**config.mk**
```make
export PLATFORM = sky130hd
export DESIGN_NAME = id_ex_stage
export DESIGN_NICKNAME = d
export VERILOG_FILES = /design/src/rtl/id_ex_stage.sv
export SDC_FILE = /design/constraint.sdc
export NUM_CORES = 1
export LEC_CHECK = 0
export ABC_AREA = 0
export BUFFER_PORTS_ARGS = -buffer_cell sky130_fd_sc_hd__buf_2
export CAP_MARGIN = 20
export CORE_ASPECT_RATIO = 0.75
export CORE_MARGIN = 2
export CORE_UTILIZATION = 30
export DETAILED_ROUTE_END_ITERATION = 10
export MAX_ROUTING_LAYER = met4
export PLACE_DENSITY = 0.63
export SLEW_MARGIN = 5
export SYNTH_ARGS = -nofsm -noshare
export SYNTH_HDL_FRONTEND = slang
export SYNTH_SLANG_ARGS = --single-unit
```
**constraint.sdc**
```tcl
create_clock -name clk -period 2.8 [get_ports clk]
set_input_delay 0.56 -clock clk [delete_from_list [all_inputs] [get_ports clk]]
set_output_delay 0.56 -clock clk [all_outputs]
set_load 0.005 [all_outputs]
```
**src/rtl/id_ex_stage.sv**
```systemverilog
// ID/EX pipeline stage: decodes a MIPS instruction into ALU control and
// operands, registers them with stall/flush, and keeps a second control
// register aligned with the ALU result for the MEM stage.
module id_ex_stage #(
  parameter int DATA_W     = 32,
  parameter int REG_ADDR_W = 5
) (
  input  logic                  clk,
  input  logic                  reset,
  input  logic                  in_valid,
  input  logic                  stall,
  input  logic                  flush,
  input  logic [31:0]           instr,
  input  logic [DATA_W-1:0]     rs_data,
  input  logic [DATA_W-1:0]     rt_data,
  input  logic [1:0]            fwd_a_sel,
  input  logic [1:0]            fwd_b_sel,
  input  logic [DATA_W-1:0]     ex_fwd,
  input  logic [DATA_W-1:0]     mem_fwd,
  output logic                  ex_valid,
  output logic [3:0]            alu_ctrl,
  output logic [DATA_W-1:0]     alu_data1,
  output logic [DATA_W-1:0]     alu_data2,
  output logic [4:0]            alu_shamt,
  output logic                  illegal,
  output logic                  res_valid,
  output logic [REG_ADDR_W-1:0] res_dest,
  output logic                  res_reg_write,
  output logic                  res_mem_read,
  output logic                  res_mem_write,
  output logic                  res_branch,
  output logic [DATA_W-1:0]     res_store_data
);

  typedef enum logic [3:0] {
    ALU_ADD  = 4'b0000,
    ALU_SUB  = 4'b0001,
    ALU_AND  = 4'b0010,
    ALU_OR   = 4'b0011,
    ALU_SLL  = 4'b0100,
    ALU_SRL  = 4'b0101,
    ALU_SRA  = 4'b0110,
    ALU_GT   = 4'b0111,
    ALU_LESS = 4'b1000
  } alu_op_e;

  logic [5:0]            w_op, w_funct;
  logic [DATA_W-1:0]     w_a, w_b, w_se, w_ze;
  alu_op_e               w_ctrl;
  logic [DATA_W-1:0]     w_d1, w_d2;
  logic [4:0]            w_shamt;
  logic                  w_ill, w_rw, w_mr, w_mw, w_br;
  logic [REG_ADDR_W-1:0] w_dest;

  // ID/EX register fields (controls kept internally for the result stage)
  logic                  r_fresh;
  logic [REG_ADDR_W-1:0] r_dest;
  logic                  r_rw, r_mr, r_mw, r_br;
  logic [DATA_W-1:0]     r_store;

  assign w_op    = instr[31:26];
  assign w_funct = instr[5:0];
  assign w_se    = {{(DATA_W-16){instr[15]}}, instr[15:0]};
  assign w_ze    = {{(DATA_W-16){1'b0}}, instr[15:0]};

  // Forwarding muxes for the rs and rt operands
  always_comb begin
    unique case (fwd_a_sel)
      2'b01:   w_a = ex_fwd;
      2'b10:   w_a = mem_fwd;
      default: w_a = rs_data;
    endcase
    unique case (fwd_b_sel)
      2'b01:   w_b = ex_fwd;
      2'b10:   w_b = mem_fwd;
      default: w_b = rt_data;
    endcase
  end

  // Instruction decode into ALU control, operands and pipeline controls
  always_comb begin
    w_ctrl  = ALU_ADD;
    w_d1    = w_a;
    w_d2    = w_b;
    w_shamt = '0;
    w_ill   = 1'b0;
    w_dest  = instr[15:11];
    w_rw    = 1'b0;
    w_mr    = 1'b0;
    w_mw    = 1'b0;
    w_br    = 1'b0;
    if (w_op == 6'h00) begin
      w_rw = 1'b1;
      case (w_funct)
        6'h20, 6'h21: w_ctrl = ALU_ADD;
        6'h22, 6'h23: w_ctrl = ALU_SUB;
        6'h24:        w_ctrl = ALU_AND;
        6'h25:        w_ctrl = ALU_OR;
        6'h2A:        w_ctrl = ALU_LESS;
        6'h00, 6'h02, 6'h03, 6'h04, 6'h06, 6'h07: begin
          // shifts operate on rt; the amount is immediate or from rs[4:0]
          unique case (w_funct[1:0])
            2'b00:   w_ctrl = ALU_SLL;
            2'b10:   w_ctrl = ALU_SRL;
            default: w_ctrl = ALU_SRA;
          endcase
          w_d1    = w_b;
          w_d2    = '0;
          w_shamt = w_funct[2] ? w_a[4:0] : instr[10:6];
        end
        default: begin
          w_ill = 1'b1;
          w_rw  = 1'b0;
        end
      endcase
    end else begin
      w_dest = instr[20:16];
      case (w_op)
        6'h08, 6'h09: begin w_d2 = w_se; w_rw = 1'b1; end
        6'h0A: begin w_ctrl = ALU_LESS; w_d2 = w_se; w_rw = 1'b1; end
        6'h0C: begin w_ctrl = ALU_AND;  w_d2 = w_ze; w_rw = 1'b1; end
        6'h0D: begin w_ctrl = ALU_OR;   w_d2 = w_ze; w_rw = 1'b1; end
        6'h23: begin w_d2 = w_se; w_rw = 1'b1; w_mr = 1'b1; end
        6'h2B: begin w_d2 = w_se; w_mw = 1'b1; end
        6'h04: begin w_ctrl = ALU_SUB; w_br = 1'b1; end
        default: w_ill = 1'b1;
      endcase
    end
  end

  // ID/EX register: reset > flush > stall > load
  always_ff @(posedge clk) begin
    if (reset) begin
      ex_valid  <= 1'b0;
      alu_ctrl  <= '0;
      alu_data1 <= '0;
      alu_data2 <= '0;
      alu_shamt <= '0;
      illegal   <= 1'b0;
      r_fresh   <= 1'b0;
      r_dest    <= '0;
      r_rw      <= 1'b0;
      r_mr      <= 1'b0;
      r_mw      <= 1'b0;
      r_br      <= 1'b0;
      r_store   <= '0;
    end else if (flush) begin
      ex_valid <= 1'b0;
      illegal  <= 1'b0;
      r_fresh  <= 1'b1;
      r_dest   <= '0;
      r_rw     <= 1'b0;
      r_mr     <= 1'b0;
      r_mw     <= 1'b0;
      r_br     <= 1'b0;
    end else if (stall) begin
      r_fresh <= 1'b0;
    end else begin
      // controls are gated by in_valid so a bubble never carries write enables
      ex_valid  <= in_valid;
      alu_ctrl  <= w_ctrl;
      alu_data1 <= w_d1;
      alu_data2 <= w_d2;
      alu_shamt <= w_shamt;
      illegal   <= in_valid & w_ill;
      r_fresh   <= 1'b1;
      r_dest    <= w_dest;
      r_rw      <= in_valid & w_rw;
      r_mr      <= in_valid & w_mr;
      r_mw      <= in_valid & w_mw;
      r_br      <= in_valid & w_br;
      r_store   <= w_b;
    end
  end

  // Result-aligned control register; a held instruction is presented once
  always_ff @(posedge clk) begin
    if (reset) begin
      res_valid      <= 1'b0;
      res_dest       <= '0;
      res_reg_write  <= 1'b0;
      res_mem_read   <= 1'b0;
      res_mem_write  <= 1'b0;
      res_branch     <= 1'b0;
      res_store_data <= '0;
    end else begin
      res_valid      <= ex_valid & r_fresh;
      res_dest       <= r_dest;
      res_reg_write  <= r_rw;
      res_mem_read   <= r_mr;
      res_mem_write  <= r_mw;
      res_branch     <= r_br;
      res_store_data <= r_store;
    end
  end

endmodule

```
==> qor.txt <==
outcome - finished clean
count of H-tree levels built during CTS - 4
element type at the critical path start - primary input
startpoint of the worst register-to-register path - alu_data2[17]$_SDFFE_PP0P_
Max-Slew Margin vs Limit - 36.0%
end of the worst register-to-register path - alu_data2[17]$_SDFFE_PP0P_
CP peak stage delay - 0.63 ns
post-CTS sizing - 0
FF-to-FF path depth - 2
num rows - 51
maximum buffer depth of the clock tree - 2
Core Footprint - 25700 um^2
commonest cells after routing, fill and taps aside - 279 x sky130_fd_sc_hd__buf_2, 159 x sky130_fd_sc_hd__dfxtp_1, 145 x sky130_fd_sc_hd__nand2_1, 84 x sky130_fd_sc_hd__nor2_1, 75 x sky130_fd_sc_hd__a21oi_1
hold path startpoint - flush
yosys warns - 0
number of instances on the worst hold path - 3
total nets after synthesis - 1119
via count of the first global-routing pass - 7312
worst hold path endpoint - r_fresh$_SDFF_PP0_
count of buffers inserted at the top-level ports - 280
number of top-level pins - 286
worst clock skew - 0.00529 ns
final global-route overflow total - 0
cell-by-cell listing of the critical path - buf_2, inv_1, ha_1, buf_12, a22oi_1, o21ai_0, a21oi_1, a2111oi_1
postcts setup bufs - 0
Detailed Place HPWL - 21.2 mm
layout overhead on the synthesized area - 31.3%
vias - 8053
via-per-instance ratio - 5.18
maximum resistive drop on vdd - 412 uV
Power per Cell Area - 562 nW/um^2
Nets - 1368
pin count of the biggest net entering global routing - 94
dominant register cell in the synthesized netlist - sky130_fd_sc_hd__dfxtp_1
Tot GR Track Use - 21.4%
post-route total power - 0.00574 W
Max FO, Critical Path - 20
post-placement worst setup slack - 0.204 ns
clock root buffer master - sky130_fd_sc_hd__clkbuf_16
total of endpoints with negative setup slack in the final report - 0
commonest non-fill, non-tap cell in the layout - sky130_fd_sc_hd__buf_2
post-route minimum period - 2.13 ns
number of DRC markers in iteration 0 - 631
first-pass GRT wire length - 43.3 mm
Die Width - 190 um
cell area after synthesis - 7790 um^2
clock edge transition at the registers on the reported setup and hold paths - 0.07 ns
GPL Wtd Cong - 0.950
Mapped Avg Cell Area - 8.23 um^2
Clock Latency Late Sink - 0.42 ns
fraction of layout instances using a drive strength above 1 - 32.2%
initial core utilization - 30.3%
utilization after layout - 39.7%
setup repair after global routing missed its margin - no
sort of element at the end of the critical path - flop
CTS sink cnt - 159
critical path start-end classification - primary input to flop
max-capacitance violation count - 0
WL per Instance - 18.7 um
total buffers and inverters traversed by the critical path - 3
first-pass detailed-route iteration total - 6
sequential share of the synthesized area - 40.9%
count of unique library cells instantiated by Yosys - 52
total clock buffers created by CTS - 17
number of instances in the synthesized netlist - 946
share of async-settable or async-resettable flops after synthesis - 0%
post-detailed-route DRC marker count - 0
Post-synth EDFFs - 0
DIE HEIGHT - 144 um
CP max stage cell - sky130_fd_sc_hd__o21ai_0
Final Cycle Share - 76.1%
Routed Wire Length - 29.0 mm
number of failing hold endpoints at the final stage - 0
setup slack of the most critical reg-to-reg path - 1.87 ns
Antenna Violating Nets Remaining - 0
timing-limited maximum frequency - 0.469 GHz
antenna violations before repair - 3
crit path setup slack, layout - 0.668 ns
data arrival at the endpoint of the critical path - 2.44 ns
CTS tree - yes
critical path required time - 3.11 ns
final count of pins violating max slew - 0
Hold-fix buffers, CTS - 0
#FFs+latches synth - 159
Hold/Removal Path Class - primary input to flop
P_leak - 4.52 nW
fillers - 2678
aggregate negative setup slack - 0 ns
cell family with most CP delay - compound AO/OA/AOI/OAI gates
transition at the pin with the smallest max-transition slack - 0.951 ns
die footprint - 27300 um^2
layer usage:
| layer | up-vias | global-route usage (%) | wire length, um |
|---|---|---|---|
| li1 | 3905 | - | - |
| met1 | 3818 | 27.9 | 12900 |
| met2 | 307 | 33.0 | 13300 |
| met3 | 23 | 5.98 | 2500 |
| met4 | 0 | 5.02 | 331 |
| met5 | - | - | 0 |
tightest hold or removal path, cell delays in order:
cell and delay (ns):
sky130_fd_sc_hd__buf_2 0.13, sky130_fd_sc_hd__inv_1 0.05, sky130_fd_sc_hd__a21oi_1 0.05
cell usage after synthesis (all sizes together) (4+ instances only):
cell type  count  area share (%)
nand3          5            0.32
clkbuf        55             2.7
inv            6            0.29
nor2          86             4.2
buf           34             2.6
a22oi         67             6.5
dfxtp        159              41
nor2b         44             3.5
a211oi        48             4.6
mux2i         37             4.8
nand2        147             7.2
o21ai         71             4.7
mux2          11             1.6
a21oi         76             4.9
and2          16             1.3
a221oi        16             1.8
ha             4            0.64
a2111oi       17             3.0
nand2b         5            0.40
nor3           6            0.51
nor4          16             1.4
registers in the layout (all words and copies together), names as in the netlist, 4 cells and up:
register and count:
r_dest 5, res_store_data 32, alu_ctrl 4, r_store 32, alu_shamt 5, res_dest 5, alu_data1 32, alu_data2 32
metrics by stage:
step           hold slack, ns  instances  cell area [um^2]
5_1_grt                 0.406       1556             10200
6_report                0.419       1556             10200
4_1_cts                 0.395       1552             10200
2_1_floorplan           0.403        946              7790
3_5_place_dp            0.419       1520              9640
3_3_place_gp            0.421       1520              9640
worst max-delay path by stage:
stage	start	to	slack, ns	cells after the start
6_report	fwd_b_sel[1]	alu_data2[20]$_SDFFE_PP0P_	0.67	8
5_1_grt	fwd_b_sel[1]	alu_data2[20]$_SDFFE_PP0P_	0.49	8
4_1_cts	fwd_b_sel[1]	alu_data2[20]$_SDFFE_PP0P_	0.67	8
3_5_place_dp	fwd_b_sel[1]	alu_data2[20]$_SDFFE_PP0P_	0.20	8
3_3_place_gp	fwd_b_sel[1]	alu_data2[20]$_SDFFE_PP0P_	0.28	8
2_1_floorplan	fwd_b_sel[0]	alu_data2[30]$_SDFFE_PP0P_	0.74	7
cell families (layout without fill, tap and decap cells):
| kind of cell | after synthesis | in the layout | synth area share [%] |
|---|---|---|---|
| adder cells (fa/ha/maj) | 4 | 4 | 0.643 |
| buffers and inverters | 95 | 357 | 5.53 |
| AO/OA/AOI/OAI | 306 | 306 | 26.8 |
| multiplexers | 48 | 48 | 6.35 |
| other | 0 | 4 | 0 |
| flip-flops | 159 | 159 | 40.9 |
| AND/OR/NAND/NOR | 334 | 334 | 19.8 |
where the power goes:
part	switching, W	leakage, nW	internal [W]	total (W)
logic	0.000620	2.94	0.000417	0.00104
registers	0.0000473	1.30	0.00236	0.00241
clock network	0.00103	0.280	0.00127	0.00229
final cells by class:
type | instances | area (um^2) | share of cell area (%)
inverter | 6 | 22.5 | 0.220
antenna | 4 | 10.0 | 0.0979
multi-input combinational | 692 | 4180 | 40.9
clock buffer | 19 | 443 | 4.33
sequential | 159 | 3180 | 31.1
clock inverter | 13 | 126 | 1.24
tap | 344 | 430 | 4.21
timing repair buffer | 319 | 1820 | 17.8
Power figures use the tool's default switching activity.
